File: config.mk
export PLATFORM = sky130hd
export DESIGN_NAME = pp_cla_addsub
export DESIGN_NICKNAME = d
export VERILOG_FILES = /design/src/rtl/cla_pkg.sv /design/src/rtl/cla_grp.sv /design/src/rtl/pp_cla_addsub.sv
export SDC_FILE = /design/constraint.sdc
export NUM_CORES = 1
export LEC_CHECK = 0
export ABC_AREA = 1
export CORE_MARGIN = 1
export CORE_UTILIZATION = 30
export DETAILED_ROUTE_END_ITERATION = 8
export HOLD_SLACK_MARGIN = 0.03
export SLEW_MARGIN = 5
export SYNTH_ARGS = -nofsm -noshare
export SYNTH_HDL_FRONTEND = slang
export SYNTH_SLANG_ARGS = --single-unit
export TNS_END_PERCENT = 30
File: constraint.sdc
create_clock -name clk -period 9.72 [get_ports clk]
set_clock_uncertainty 0.2 [all_clocks]
set_input_delay 1.944 -clock clk [delete_from_list [all_inputs] [get_ports clk]]
set_output_delay 1.944 -clock clk [all_outputs]
set_load 0.05 [all_outputs]
File: src/rtl/cla_pkg.sv
// Shared helpers for the pipelined carry-lookahead add/sub: stage-count
// functions and the per-group propagate/generate/carry lookahead.
package cla_pkg;

    localparam int GRP_MAX = 8;

    typedef struct packed {
        logic       gs;
        logic       ps;
        logic [7:0] c;
    } grp_la_t;

    function automatic int ng(input int width, input int grp);
        return width / grp;
    endfunction

    function automatic int lat(input int width, input int grp);
        return ng(width, grp) + 3;
    endfunction

    // c[i] is the carry into bit i given cin; only the low n bits are meaningful.
    function automatic grp_la_t grp_la(input logic [7:0] p, input logic [7:0] g,
                                       input logic cin, input int n);
        grp_la_t r;
        logic    cy;
        r.gs = 1'b0;
        r.ps = 1'b1;
        r.c  = '0;
        cy   = cin;
        for (int i = 0; i < GRP_MAX; i++) begin
            if (i < n) begin
                r.c[i] = cy;
                cy     = g[i] | (p[i] & cy);
                r.gs   = g[i] | (p[i] & r.gs);
                r.ps   = r.ps & p[i];
            end
        end
        return r;
    endfunction

endpackage

File: src/rtl/cla_grp.sv
// Combinational lookahead for one GRP-bit slice: group generate/propagate
// plus the carries into each bit of the slice for a given group carry-in.
module cla_grp
    import cla_pkg::*;
#(
    parameter int GRP = 4
) (
    input  logic [GRP-1:0] p,
    input  logic [GRP-1:0] g,
    input  logic           cin,
    output logic           gs,
    output logic           ps,
    output logic [GRP-1:0] c
);
    grp_la_t la;
    logic    unused_hi;

    assign la = grp_la(8'(p), 8'(g), cin, GRP);
    assign gs = la.gs;
    assign ps = la.ps;
    assign c  = la.c[GRP-1:0];
    // carries above GRP are always zero
    assign unused_hi = ^la.c;

endmodule

File: src/rtl/pp_cla_addsub.sv
// Fully pipelined carry-lookahead adder/subtractor, one group carry resolved
// per stage, with a global stall driven by output back-pressure.
module pp_cla_addsub
    import cla_pkg::*;
#(
    parameter int WIDTH = 16,
    parameter int GRP   = 4
) (
    input  logic             clk,
    input  logic             rst,
    input  logic             in_valid,
    output logic             in_ready,
    input  logic [WIDTH-1:0] a,
    input  logic [WIDTH-1:0] b,
    input  logic             cin,
    input  logic             sub,
    output logic             out_valid,
    input  logic             out_ready,
    output logic [WIDTH-1:0] s,
    output logic             cout,
    output logic             ovf
);
    localparam int NG  = ng(WIDTH, GRP);
    localparam int LAT = lat(WIDTH, GRP);

    if (WIDTH % GRP != 0 || GRP < 2 || GRP > GRP_MAX) begin : g_bad_cfg
        $error("pp_cla_addsub: WIDTH must be a multiple of GRP and GRP must lie in 2..8");
    end

    logic           stall, en;
    logic [LAT:0]   vld_pipe;

    assign out_valid = vld_pipe[LAT];
    assign stall     = out_valid & ~out_ready;
    assign in_ready  = ~stall;
    assign en        = ~stall;

    // vld_pipe[0] = S0, [2+j] = ripple stage j, [LAT-1] = sum stage, [LAT] = output
    always_ff @(posedge clk) begin
        if (rst)     vld_pipe <= '0;
        else if (en) vld_pipe <= {vld_pipe[LAT-1:0], in_valid};
    end

    logic [WIDTH-1:0] a0, b0, p1, g1;
    logic             cin0, sub0, c1;

    always_ff @(posedge clk) begin
        if (en) begin
            a0   <= a;
            b0   <= b;
            cin0 <= cin;
            sub0 <= sub;
            p1   <= a0 ^ (b0 ^ {WIDTH{sub0}});
            g1   <= a0 & (b0 ^ {WIDTH{sub0}});
            c1   <= cin0 ^ sub0;
        end
    end

    // Intra-group carries assuming a zero group carry-in; fixed up at the sum stage.
    logic [NG-1:0]    gs_w, ps_w;
    logic [WIDTH-1:0] c0_w;

    cla_grp #(.GRP(GRP)) u_grp [NG-1:0] (
        .p  (p1),
        .g  (g1),
        .cin(1'b0),
        .gs (gs_w),
        .ps (ps_w),
        .c  (c0_w)
    );

    // Stage j knows the carries into groups 0..j; gs/ps shrink as groups resolve.
    for (genvar j = 0; j < NG; j++) begin : rip
        logic [WIDTH-1:0] p_q, c0_q;
        logic [j:0]       c_q;
        logic [NG-1:j]    gs_q, ps_q;

        if (j == 0) begin : ld
            always_ff @(posedge clk) begin
                if (en) begin
                    p_q  <= p1;
                    c0_q <= c0_w;
                    c_q  <= c1;
                    gs_q <= gs_w;
                    ps_q <= ps_w;
                end
            end
        end else begin : ld
            always_ff @(posedge clk) begin
                if (en) begin
                    p_q  <= rip[j-1].p_q;
                    c0_q <= rip[j-1].c0_q;
                    c_q  <= {rip[j-1].gs_q[j-1] | (rip[j-1].ps_q[j-1] & rip[j-1].c_q[j-1]),
                             rip[j-1].c_q};
                    gs_q <= rip[j-1].gs_q[NG-1:j];
                    ps_q <= rip[j-1].ps_q[NG-1:j];
                end
            end
        end
    end

    logic [WIDTH-1:0] p_f, c0_f, carry;
    logic [NG:0]      cg_f;
    logic             pp;

    always_ff @(posedge clk) begin
        if (en) begin
            p_f  <= rip[NG-1].p_q;
            c0_f <= rip[NG-1].c0_q;
            cg_f <= {rip[NG-1].gs_q[NG-1] | (rip[NG-1].ps_q[NG-1] & rip[NG-1].c_q[NG-1]),
                     rip[NG-1].c_q};
        end
    end

    // Real carry into each bit: local carry, or the group carry-in propagated up to it.
    always_comb begin
        carry = '0;
        pp    = 1'b0;
        for (int k = 0; k < NG; k++) begin
            pp = 1'b1;
            for (int i = 0; i < GRP; i++) begin
                carry[k*GRP+i] = c0_f[k*GRP+i] | (pp & cg_f[k]);
                pp             = pp & p_f[k*GRP+i];
            end
        end
    end

    always_ff @(posedge clk) begin
        if (rst) begin
            s    <= '0;
            cout <= 1'b0;
            ovf  <= 1'b0;
        end else if (en && vld_pipe[LAT-1]) begin
            s    <= p_f ^ carry;
            cout <= cg_f[NG];
            ovf  <= carry[WIDTH-1] ^ cg_f[NG];
        end
    end

endmodule

==> metrics.cfg, run 1 <==
[worst_setup_path]
cp_data_required_time_ns=7.58
cp-start-kind=input pin
critPathSlowestCell=clkdlybuf4s50_1
endpoint_kind=output port
crit_top_cell=clkdlybuf4s50_1
max_stage_delay_ns=0.95
cp_max_fo=117
worstSetupPathType=input pin to output port
crit_path_cell_trace=clkdlybuf4s50_1 -> inv_2 -> nand2_8 -> clkdlybuf4s50_1
crit_arrival_ns=4.05

[global_routing]
antenna_found_initial=0
grt_pass1_vias=3728
grt_pass1_wl_mm=17.8
overflow=0
grtUsageTotal=0.0707
grt_start_max_net_pins=118

[synth]
yosys_warnings=0
syn_inst=473
synth.area.top_cells=edfxtp_1 81%, dfxtp_1 5.8%, ha_1 2.8%
ys_seq_elements=268
yosys.area.top_type=edfxtp_1
synth_cell_types=20
syn_area_per_cell_sq_um=19.0
ys_seq_area_frac=0.864
syn_area_sq_um=9010
synth.top_cell.area_share=0.807
syn_nets=531

[layout]
areaGrowthSynthToFinish_pct=21.4
diodes=0
drive_gt1_frac=0.0788
fin_nets=611
layout_commonest_cell=edfxtp_1
instances_no_fill=961
final_cell_mix=242 x edfxtp_1, 57 x clkdlybuf4s50_1, 40 x nor2_1
fin_area_sq_um=10900

[power_and_ir_drop]
p_leak_nw=4.16
power_density_nw_per_um2=237
ir_drop_mv=0.108

[timing]
min_period_ns=6.19
hold_ws_ns=0.215
slew_viol_final=0
setup_ws_ns=3.53
setup_viol=0
setup_tns_ns=0
slew_headroom=0.413
hold_viol=0
fin_crit_sh=0.637
worst_pin_slew_ns=0.880
fmax_mhz=161
rsz0062_at_grt=false

[clock_tree]
ctsResizeCount=0
cts_sinks=268
clk_pin_slew_worst_paths_ns=0.06
cts_tree=yes
cts_hold_buffers=0
clkLatencyLatePin_ns=0.51
numCtsBuffers=26
htree_levels=1
clockRootBuffer=clkbuf_16
cts_buffer_depth=3
cts_setup_buffers=0

[floorplan]
coreArea_sq_um=29600
dieArea_sq_um=30700
die_h_um=175
ios=58
start_util=0.305
rows=63
die_w_um=175

[route]
routed_wl_mm=10.7
via_count=3729
via_per_inst=3.88
avgRoutedWirePerCell_um=11.2
dr.pass1.iters=4
antenna_left=0
drc=0
drt_iter0_markers=272

[placed_design]
hpwl_mm=6.57
place_area_sq_um=10000
placedCellCount=915
numPortBuffers=57
gp_congestion=0.676
pre_cts_slack_ns=3.53

[status]
outcome=complete, no violations

[flow_run]
cap_violations=0

[min_path]
worstHoldPathType=register to register

==> synth_stat cells <==
library cell	n
clkbuf_1	2
nand2_1	30
inv_1	17
nand2_2	1
o21ai_0	22
inv_2	2
xor2_1	21
ha_1	20
nand3_1	9
edfxtp_1	242
a21o_1	12
nand2_4	2
nand4_1	4
buf_6	2
buf_4	2
xnor2_1	4
nor2_1	40
dfxtp_1	26
buf_2	1
a21oi_1	14
==> report_power, final <==
part / total, mW / leakage [nW] / switching [mW] / internal, mW
Clock: 1.03 / 0.429 / 0.386 / 0.640
Sequential: 1.48 / 2.85 / 0.0529 / 1.43
Combinational: 0.0832 / 0.873 / 0.0380 / 0.0452
==> per-stage QoR <==
| stage | total power [mW] | util |
|---|---|---|
| final | 2.59 | 0.370 |
| after global routing | 2.70 | 0.370 |
| after CTS | 2.63 | 0.370 |
| after detailed placement | 1.59 | 0.340 |
| after global placement | 1.59 | 0.340 |
| after floorplan | 1.54 | - |
==> flip-flops by register name, indices dropped and copies added, names as in the netlist <==
signal / cells
cout: 1
s: 16
g1: 16
cg_f: 5
b0: 16
rip.p_q: 64
rip.c_q: 10
rip.gs_q: 10
c1: 1
ovf: 1
cin0: 1
sub0: 1
p1: 16
rip.c0_q: 48
c0_f: 12
a0: 16
p_f: 16
vld_pipe: 8
rip.ps_q: 10
==> final cells by class <==
class | count | area, sq um
Fill cell | 2718 | 18600
Tap cell | 390 | 488
Inverter | 19 | 71.3
Clock buffer | 34 | 702
Multi-Input combinational cell | 179 | 1110
Timing Repair Buffer | 59 | 586
Sequential cell | 268 | 7790
Clock inverter | 12 | 193
==> per-layer routing <==
layer | track usage | wire (um) | vias up
li1 | - | - | 1909
met1 | 0.0924 | 5100 | 1708
met2 | 0.107 | 4610 | 80
met3 | 0.0208 | 566 | 32
met4 | 0.0355 | 453 | 0
met5 | 0 | 0 | -
==> worst max-delay path: cells and delay by family <==
kind	cells	cell delay (ns)
simple gates	1	0.53
buf+inv	3	1.48
==> worst paths after layout <==
path	endpoint	slack, ns	depth (start not counted)	startpoint
setup / recovery	in_ready	3.53	4	out_ready
hold / removal	cg_f[2]	0.21	0	rip[3].c_q[2]
setup reg to reg	a0[5]	7.33	2	vld_pipe[7]
hold reg to reg	cg_f[2]	0.21	0	rip[3].c_q[2]
==> logic make-up after synthesis <==
logic type / count (synthesis) / synth area share
flip-flops: 268 / 0.864
adder cells (fa/ha/maj): 20 / 0.0278
AO/OA/AOI/OAI: 48 / 0.0300
buffers and inverters: 26 / 0.0135
XOR/XNOR: 25 / 0.0243
AND/OR/NAND/NOR: 86 / 0.0401
No activity file was read; power rests on OpenSTA's default activity.
==> inputs of run 2 (changes only) <==
- clock period: 9.72 -> 5.3 ns (I/O delays scaled with it)
==> run 2 against run 1 <==
Effect of this change: final cell count rose by 0.31%; non-clock buffer count fell by 1; critical endpoint unchanged; clock power rose by 75%; final area fell by 0.25%; count of clock-buffer cells in the layout fell by 3; largest cell class unchanged; sequential power rose by 84%; routed wire length rose by 0.87%; register-to-register slack got worse by 4.3 ns; sequential share of layout area rose by 0.18 points; total power rose by 80%; hold slack improved by 0.0018 ns.
==> metrics.cfg, run 2 (synthesis results as in run 1) <==
[worst_setup_path]
rrSetupSlack_ns=3.06  ; -4.27 ns
cp_max_fo=75  ; -36%
reg2reg_to=rip[2].c0_q[1]
r2r_start=vld_pipe[7]
crit_arrival_ns=2.91  ; -1.14 ns
endpoint_kind=output port
rr_worst_depth=2  ; unchanged
cp-start-kind=input pin
worstSetupPathType=input pin to output port
cp_data_required_time_ns=4.04  ; -3.54 ns
startpoint=out_ready

[route]
via_count=3702  ; -0.72%
drt_iter0_markers=235  ; -14%
via_per_inst=3.84  ; -1.0%
antenna_left=0  ; unchanged
drc=0  ; unchanged
avgRoutedWirePerCell_um=11.2  ; +0.55%
dr.pass1.iters=4  ; unchanged
routed_wl_mm=10.8  ; +0.87%

[timing]
min_period_ns=4.17
hold_viol=0  ; unchanged
setup_viol=0  ; unchanged
fin_crit_sh=0.788
fmax_mhz=240
rsz0062_at_grt=false
slew_headroom=0.378  ; -0.0352
hold_ws_ns=0.216  ; +0.00179 ns
worst_pin_slew_ns=0.933  ; +0.0527 ns
setup_tns_ns=0  ; unchanged
slew_viol_final=0  ; unchanged

[floorplan]
die_w_um=175  ; unchanged
dieArea_sq_um=30700  ; unchanged
die_h_um=175  ; unchanged
rows=63  ; unchanged
start_util=0.305  ; unchanged
ios=58  ; unchanged
coreArea_sq_um=29600  ; unchanged

[placed_design]
hpwl_mm=6.34  ; -3.6%
place_area_sq_um=10000  ; about the same
gp_congestion=0.696  ; +3.0%
placedCellCount=914  ; -0.11%
numPortBuffers=57  ; unchanged

[clock_tree]
cts_hold_buffers=0  ; unchanged
htree_levels=1  ; unchanged
cts_sinks=268  ; unchanged
ctsResizeCount=0  ; unchanged
cts_setup_buffers=0  ; unchanged
clk_pin_slew_worst_paths_ns=0.06  ; about the same
clkLatencyLatePin_ns=0.52  ; about the same
clockRootBuffer=clkbuf_16
cts_buffer_depth=3  ; unchanged
numCtsBuffers=27  ; +3.8%
cts_tree=yes

[min_path]
min_path_cells=0  ; unchanged
holdPathEnd=rip[3].p_q[2]
min_from=rip[2].p_q[2]
worstHoldPathType=register to register

[layout]
reg.largest.list=rip.p_q x64, rip.c0_q x48
final_cell_mix=242 x edfxtp_1, 57 x clkdlybuf4s50_1, 40 x nor2_1
areaGrowthSynthToFinish_pct=21.1
drive_gt1_frac=0.0819  ; +0.00307
instances_no_fill=964  ; +0.31%
layout_commonest_cell=edfxtp_1
diodes=0  ; unchanged
fin_nets=611  ; unchanged
largest_reg_flops=64  ; unchanged
fin_area_sq_um=10900  ; -0.25%
utilization=0.369  ; -0.000931
regMostFlops=rip.p_q

[power_and_ir_drop]
p_leak_nw=4.14  ; -0.34%
ir_drop_mv=0.184  ; +71%
power_density_nw_per_um2=428  ; +81%

[global_routing]
grt_pass1_wl_mm=17.8  ; -0.31%
grt_pass1_vias=3678  ; -1.3%
grtUsageTotal=0.0707  ; about the same
grt_start_max_net_pins=179  ; +52%
overflow=0  ; unchanged
antenna_found_initial=0  ; unchanged

[status]
outcome=complete, no violations

[flow_run]
cap_violations=0  ; unchanged

run 2: area by class of cell:
type / count / area (sq um)
timing repair buffer: 58 / 591
multi-input combinational: 179 / 1110
clock inverter: 19 / 171
clock buffer: 31 / 691
fill: 2723 / 18700
inverter: 19 / 71.3
tap: 390 / 488
sequential: 268 / 7790
run 2: worst max-delay path by stage:
stage               end  slack, ns
2_1_floorplan  in_ready       1.18
3_3_place_gp   in_ready       1.11
3_5_place_dp   in_ready       1.11
4_1_cts        in_ready       1.09
5_1_grt        in_ready       1.02
6_report       in_ready       1.13
run 2: stage by stage:
stage | power, mW | worst slack (ns)
floorplan | 2.83 | 1.18
global placement | 2.91 | 1.11
detailed placement | 2.92 | 1.11
CTS | 4.74 | 1.09
global route | 4.87 | 1.02
finish | 4.67 | 1.13
run 2: where the power goes:
part	internal (mW)	total, mW	switching, mW
Clock	1.04	1.80	0.753
Combinational	0.0835	0.153	0.0700
Sequential	2.62	2.72	0.0979
run 2: metal layers:
metal,global-route usage,up-vias,part of all wire
li1,-,1916,-
met2,0.110,94,0.44
met5,0,-,0
met4,0.0272,0,0.023
met3,0.0223,16,0.062
met1,0.0923,1676,0.47
run 2: worst max-delay path: stages:
cell,delay [ns]
clkdlybuf4s50_1,0.47
inv_2,0.06
nand2_8,0.35
clkdlybuf4s50_1,0.91
==> inputs of run 3 (changes only) <==
- clock period: 5.3 -> 4.1 ns (I/O delays scaled with it)
==> run 3 against run 2 <==
Effect of this change: clock power is 20% higher; largest power group unchanged; non-clock buffer count is 1 higher; total power is 26% higher; critical path depth stayed put; critical endpoint unchanged; first-iteration DRC count is 71% higher; final cell count is 0.31% lower; count of clock-buffer cells in the layout is 1 lower; sequential power is 29% higher.
==> metrics.cfg, run 3 (synthesis results as in run 1) <==
[worst_setup_path]
rr_worst_depth=2  ; unchanged
critPathTopFamily=buffers and inverters
worst-path-buf-inv=3  ; unchanged
cp-start-kind=input pin
crit_path_cell_trace=clkdlybuf4s50_1 -> inv_2 -> nand2_8 -> buf_4
r2r_start=vld_pipe[7]
worstSetupPathType=input pin to output port
cp_max_fo=56  ; -25%
critPathSlowestCell=clkdlybuf4s50_1
max_stage_delay_ns=0.47  ; -0.44 ns
crit_arrival_ns=1.96  ; -0.95 ns
reg2reg_to=b0[11]
endpoint_kind=output port
rrSetupSlack_ns=1.98  ; -1.08 ns
cp_data_required_time_ns=3.08  ; -0.96 ns

[placed_design]
pre_cts_slack_ns=0.988  ; -0.117 ns
place_area_sq_um=10100  ; about the same
gp_congestion=0.690  ; -0.89%
numPortBuffers=57  ; unchanged
hpwl_mm=6.80  ; +7.3%

[clock_tree]
cts_hold_buffers=0  ; unchanged
cts_buffer_depth=3  ; unchanged
cts_setup_buffers=0  ; unchanged
clkLatencyLatePin_ns=0.51  ; about the same
numCtsBuffers=26  ; -3.7%
cts_tree=yes
clk_pin_slew_worst_paths_ns=0.06  ; about the same
htree_levels=1  ; unchanged
clockRootBuffer=clkbuf_16
cts_sinks=268  ; unchanged
ctsResizeCount=0  ; unchanged

[layout]
areaGrowthSynthToFinish_pct=20.2
regMostFlops=rip.p_q
diodes=0  ; unchanged
layout_commonest_cell=edfxtp_1
fin_nets=611  ; unchanged
largest_reg_flops=64  ; unchanged
reg.largest.list=rip.p_q x64, rip.c0_q x48
fillCellCount=2721  ; -0.073%
fin_area_sq_um=10800  ; -0.70%
final_cell_mix=242 x edfxtp_1, 56 x clkdlybuf4s50_1, 40 x nor2_1
drive_gt1_frac=0.0718  ; -0.0101

[timing]
fin_crit_sh=0.726
worst_pin_slew_ns=0.925  ; -0.00857 ns
setup_viol=0  ; unchanged
hold_viol=0  ; unchanged
fmax_mhz=336
min_period_ns=2.98
slew_viol_final=0  ; unchanged
hold_ws_ns=0.211  ; -0.00520 ns
slew_headroom=0.384  ; +0.00571
setup_tns_ns=0  ; unchanged
setup_ws_ns=1.12  ; -0.00385 ns
rsz0062_at_grt=false

[min_path]
min_from=rip[0].p_q[14]
holdPathEnd=rip[1].p_q[14]
worstHoldPathType=register to register
min_path_cells=0  ; unchanged

[global_routing]
grt_pass1_wl_mm=18.5  ; +3.8%
grt_start_max_net_pins=121  ; -32%
grt_pass1_vias=3866  ; +5.1%
antenna_found_initial=0  ; unchanged
overflow=0  ; unchanged
grtUsageTotal=0.0725  ; +0.00178

[floorplan]
start_util=0.305  ; unchanged
coreArea_sq_um=29600  ; unchanged
ios=58  ; unchanged
die_w_um=175  ; unchanged
rows=63  ; unchanged
die_h_um=175  ; unchanged
dieArea_sq_um=30700  ; unchanged

[route]
via_per_inst=3.88  ; +1.1%
drt_iter0_markers=401  ; +71%
antenna_left=0  ; unchanged
drc=0  ; unchanged
avgRoutedWirePerCell_um=11.6  ; +2.9%
dr.pass1.iters=4  ; unchanged
routed_wl_mm=11.1  ; +2.6%
via_count=3731  ; +0.78%

[power_and_ir_drop]
ir_drop_mv=0.265  ; +44%
power_density_nw_per_um2=542  ; +27%
p_leak_nw=4.11  ; -0.77%

[status]
outcome=complete, no violations

[flow_run]
cap_violations=0  ; unchanged

==> run 3: changes by cell type in the layout (fill, tap and decap cells not counted), sizes merged <==
| cell | change |
|---|---|
| inv | -1 |
| clkdlybuf4s50 | -1 |
| clkinv | +1 |
| clkbuf | -1 |
| clkinvlp | -2 |
| buf | +2 |
| bufinv | -1 |
==> run 3: worst register-to-register path: cells and delay by family (launching register included) <==
family	cells	cell delay (ns)
AND/OR/NAND/NOR	1	0.33
flip-flops	1	0.36
buffers and inverters	1	0.83
==> run 3: worst max-delay path by stage <==
stage	end	cells after the start	start
final	in_ready	4	out_ready
after CTS	in_ready	4	out_ready
after global routing	in_ready	4	out_ready
after detailed placement	b0[15]	4	out_ready
after floorplan	vld_pipe[6]	5	out_ready
after global placement	b0[15]	4	out_ready
==> run 3: final cells by class <==
cell class,instances,area [sq um],share of cell area
well taps,390,488,0.0450
repair buffers,59,596,0.0550
clock inverters,16,115,0.0106
clock buffers,30,666,0.0614
flip-flops and latches,268,7790,0.719
multi-input cells,179,1110,0.102
inverters,19,71.3,0.00658
==> run 3: per-stage QoR <==
step / std cells / power, mW / util
global route: 961 / 6.10 / 0.366
finish: 961 / 5.87 / 0.366
CTS: 961 / 5.94 / 0.366
global placement: 915 / 3.76 / 0.340
floorplan: 473 / 3.65 / -
detailed placement: 915 / 3.78 / 0.340
==> run 3: power by group <==
| group | switching [mW] | total (mW) | leakage [nW] | internal [mW] |
|---|---|---|---|---|
| registers | 0.129 | 3.52 | 2.85 | 3.39 |
| logic | 0.0918 | 0.199 | 0.879 | 0.108 |
| clock network | 0.930 | 2.16 | 0.377 | 1.23 |
| total | 1.15 | 5.87 | 4.11 | 4.72 |
==> run 3: routing by layer <==
layer  routed length (um)  global-route usage
met2                 4710               0.110
met3                  598              0.0197
met5                    0                   0
met1                 5470              0.0982
met4                  328              0.0297
==> RTL change 1, RTL diff (flow settings as in run 3) <==
Change the parameter `WIDTH` from 16 to 20.
--- a/src/rtl/pp_cla_addsub.sv
+++ b/src/rtl/pp_cla_addsub.sv
@@ -3,7 +3,7 @@
 module pp_cla_addsub
     import cla_pkg::*;
 #(
-    parameter int WIDTH = 16,
+    parameter int WIDTH = 20,
     parameter int GRP   = 4
 ) (
     input  logic             clk,
Interface: changed (resized a, b and s); port bits go from 58 to 70. No check against the original RTL was run, so the function may have changed too.
==> RTL change 1 against run 3 <==
  * Critical path depth stayed put
  * Final cell count is 34% higher
  * Design area is 39% higher
  * Sequential power is 40% higher
  * First-iteration DRC count is 9.0% lower
  * Synthesized area is 38% higher
  * Total power is 46% higher
  * Non-clock buffer count is 15 higher
  * Count of clock-buffer cells in the layout is 18 higher
  * Sequential cell count is 107 higher
  * Routed wire length is 36% higher
  * Worst setup slack better by 0.17 ns
  * Synthesized cell count is 32% higher
  * Hold slack worse by 0.0080 ns
  * Critical endpoint unchanged
==> RTL change 1: results (changes against run 3) <==
{| class="wikitable"
! Metric !! Value
|-
| WHS || 0.203 ns (-0.00799 ns)
|-
| Outcome || completed
|-
| Area of combinational cells with multiple inputs || 0.00137 mm2 (+24%)
|-
| Worst-skew pair later-pin latency || 0.53 ns (+0.02 ns)
|-
| Synth Instances || 622 (+32%)
|-
| Met3 routed WL || 726 um (+21%)
|-
| Final non-clock buffer share || 4.98% (-0.52 points)
|-
| Minimum setup slack among reg-to-reg paths || 2.07 ns (+0.09 ns)
|-
| Worst Hold Endpoint || rip[2].c0_q[6]
|-
| Post-synth net total || 693 (+31%)
|-
| Multi-input gates || 218 (+22%)
|-
| Sequential share of cell area || 72.6% (+0.69 points)
|-
| Hold path startpoint || rip[1].c0_q[6]
|-
| Fill cell count || 3,737 (+37%)
|-
| Clock tree buffer count of the final layout || 48 (+60%)
|-
| Met1 WL || 7070 um (+29%)
|-
| Unique cell type count in the Yosys netlist || 24 (+20%)
|-
| Netlist area before placement || 0.0125 mm2 (+38%)
|-
| Area used by sequential logic in the layout || 0.0110 mm2 (+41%)
|-
| Cell area reported after detailed placement || 0.0138 mm2 (+37%)
|-
| Peak supply drop || 0.000264 V (-0.46%)
|-
| Gr usage total || 7.26% (+0.012 points)
|-
| Crit-path max FO || 26 (-54%)
|-
| Invs w/o clock || 20 (+1)
|-
| Pin count of the biggest net entering global routing || 143 (+18%)
|-
| Final #Nets || 798 (+31%)
|-
| Critical Path AT || 1.79 ns (-0.17 ns)
|-
| Final critical-path required period || 2.81 ns (-0.167 ns)
|}
RTL change 1: cell count changes after synthesis, sizes merged, moves of 4 or more:
cell / change
a21oi: +4
dfxtp: +5
edfxtp: +102
ha: +5
nand2: +5
nor2: +8
o21ai: +6
xor2: +5
RTL change 1: layer usage:
layer	track usage, %	up-vias
met1	9.26	2324
li1	-	2550
met4	3.86	0
met3	2.12	35
met2	11.1	86
met5	0	-
RTL change 1: logic make-up (layout without fill, tap and decap cells):
| logic type | count (synthesis) | after routing | share of synthesized area [%] |
|---|---|---|---|
| AOI/OAI and AO/OA | 61 | 61 | 2.90 |
| xor gates and xnor gates | 31 | 31 | 2.18 |
| adders and majority gates | 25 | 25 | 2.51 |
| buffers and inverters | 29 | 163 | 1.20 |
| DFF | 375 | 375 | 87.9 |
| and+or+nand+nor | 101 | 101 | 3.32 |
RTL change 1: worst max-delay path, delay by kind of cell:
family | cells | cell delay [ns]
buf+inv | 3 | 0.76
simple gates | 1 | 0.19
==> RTL change 2, RTL diff (flow settings as in run 3) <==
Without the edit above. Register the output `ovf` once more, with the module's reset; this adds one clock of latency there. The other outputs are not delayed to match.
--- a/src/rtl/pp_cla_addsub.sv
+++ b/src/rtl/pp_cla_addsub.sv
@@ -22,6 +22,8 @@
 );
     localparam int NG  = ng(WIDTH, GRP);
     localparam int LAT = lat(WIDTH, GRP);
+
+    logic ovf_s0;
 
     if (WIDTH % GRP != 0 || GRP < 2 || GRP > GRP_MAX) begin : g_bad_cfg
         $error("pp_cla_addsub: WIDTH must be a multiple of GRP and GRP must lie in 2..8");
@@ -129,11 +131,19 @@
         if (rst) begin
             s    <= '0;
             cout <= 1'b0;
-            ovf  <= 1'b0;
+            ovf_s0 <= 1'b0;
         end else if (en && vld_pipe[LAT-1]) begin
             s    <= p_f ^ carry;
             cout <= cg_f[NG];
-            ovf  <= carry[WIDTH-1] ^ cg_f[NG];
+            ovf_s0 <= carry[WIDTH-1] ^ cg_f[NG];
+        end
+    end
+
+    always_ff @(posedge clk) begin
+        if (rst) begin
+            ovf <= '0;
+        end else begin
+            ovf <= ovf_s0;
         end
     end
 
Formal check against the unedited RTL: not equivalent (a bounded check fails within 10 cycles, from zero or initial values and one cycle with rst high).
==> RTL change 2 against run 3 <==
  * Sequential power about the same
  * Sequential share of layout area down 1.1 points
  * Synthesized area increased by 0.65%
  * Combinational power rose by 6%
  * Design area grew 1.8%
  * Fmax shrank 2.8%
  * First-iteration DRC count decreased by 17%
  * Global-route usage up 0.051 points
  * Total power is 3.9% higher
  * Routed wire length is 0.87% higher
  * Worst setup slack worse by 0.086 ns
  * Sequential cell count increased by 1
  * Critical endpoint unchanged
==> RTL change 2: results (changes against run 3) <==
{| class="wikitable"
! Metric !! Value
|-
| Outcome || completed
|-
| Wire length of the first global-routing pass || 18,400 um (-0.15%)
|-
| Worst slew margin || 41.1% (+2.7 points)
|-
| Unique cell type count in the Yosys netlist || 23 (+15%)
|-
| Number of buffers added by the clock tree synthesis step || 28 (+7.7%)
|-
| Final #Nets || 622 (+1.8%)
|-
| Fill cell count || 2,687 (-1.2%)
|-
| Detailed-route via count || 3,859 (+3.4%)
|-
| Minimum setup slack among reg-to-reg paths || 2.17 ns (+0.19 ns)
|-
| Iteration-0 DRC Markers || 334 (-17%)
|-
| Global placer's final weighted congestion || 0.708 (+2.7%)
|-
| Area contributors post-synth || sky130_fd_sc_hd__edfxtp_1 80%, sky130_fd_sc_hd__dfxtp_1 6.0%, sky130_fd_sc_hd__ha_1 2.8%
|-
| Worst-skew pair later-pin latency || 0.53 ns (+0.02 ns)
|-
| Number of input and output port buffers inserted || 57 (unchanged)
|-
| Critical Path AT || 2.04 ns (+0.08 ns)
|-
| Commonest cells in the netlist || 242 x sky130_fd_sc_hd__edfxtp_1, 41 x sky130_fd_sc_hd__nor2_1, 34 x sky130_fd_sc_hd__nand2_1
|-
| Layout cell share with drive strength beyond 1 || 8.70% (+1.5 points)
|-
| Detailed-route wire length || 11,200 um (+0.87%)
|-
| Leakage Power || 4.20 nW (+2.3%)
|-
| Post-synth net total || 539 (+1.5%)
|-
| Crit-path max FO || 70 (+25%)
|-
| Post-DP HPWL || 6820 um (+0.36%)
|-
| Register area share after synthesis || 86.1% (-0.34 points)
|-
| Peak supply drop || 0.000268 V (+1.1%)
|-
| RR Endpoint || b0[5]
|-
| Number of warnings printed during yosys synthesis || 0 (unchanged)
|-
| Pin count of the biggest net entering global routing || 106 (-12%)
|}
-- RTL change 2: worst max-delay path, cell delays in order --
cell and delay, ns:
sky130_fd_sc_hd__clkdlybuf4s50_1 0.46, sky130_fd_sc_hd__inv_1 0.09, sky130_fd_sc_hd__nand2_8 0.40, sky130_fd_sc_hd__buf_12 0.21
-- RTL change 2: metrics by stage --
step | setup slack [ns] | std cells | area [um2]
6_report | 1.04 | 976 | 11000
2_1_floorplan | 0.424 | 481 | 9070
3_3_place_gp | 1.05 | 924 | 10100
4_1_cts | 1.02 | 976 | 11000
3_5_place_dp | 1.03 | 924 | 10100
5_1_grt | 0.964 | 976 | 11000
-- RTL change 2: worst min path at each step --
stage,start,end,slack [ns]
finish,rip[3].p_q[9],p_f[9],0.21
global route,rip[0].gs_q[1],rip[1].gs_q[1],0.22
CTS,rip[3].p_q[9],p_f[9],0.21
detailed placement,rip[3].p_q[15],p_f[15],0.20
global placement,rip[0].c0_q[6],rip[1].c0_q[6],0.20
floorplan,ovf_s0,ovf,0.20
-- RTL change 2: area by class of cell --
type                       instances  area, um2  area share [%]
sequential                       269       7810            70.8
multi-input combinational        187       1150            10.4
clock buffer                      33        719            6.53
timing repair buffer              59        621            5.63
tap                              390        488            4.43
clock inverter                    19        165            1.50
inverter                          19       76.3           0.692
-- RTL change 2: power by group --
part	leakage [nW]	switching, mW	total [mW]	internal [mW]
Combinational	0.907	0.102	0.210	0.108
Clock	0.435	0.976	2.36	1.39
Sequential	2.86	0.128	3.53	3.40
Total	4.20	1.21	6.10	4.90
-- RTL change 2: metal layers --
metal	part of all wire, %	vias up	track usage (%)	wire length (um)
li1	-	1959	-	-
met1	47	1764	9.32	5230
met2	44	104	11.4	4950
met3	5.8	32	2.08	647
met4	3.3	0	3.51	369
met5	0	-	0	0
-- RTL change 2: kinds of logic (layout without fill, tap and decap cells) --
| logic type | count (synthesis) | after routing | share of synthesized area, % |
|---|---|---|---|
| buf+inv | 25 | 130 | 1.37 |
| xor+xnor | 21 | 21 | 2.03 |
| compound gates | 50 | 50 | 3.09 |
| fa+ha+maj | 20 | 20 | 2.76 |
| flops | 269 | 269 | 86.1 |
| simple gates | 96 | 96 | 4.66 |
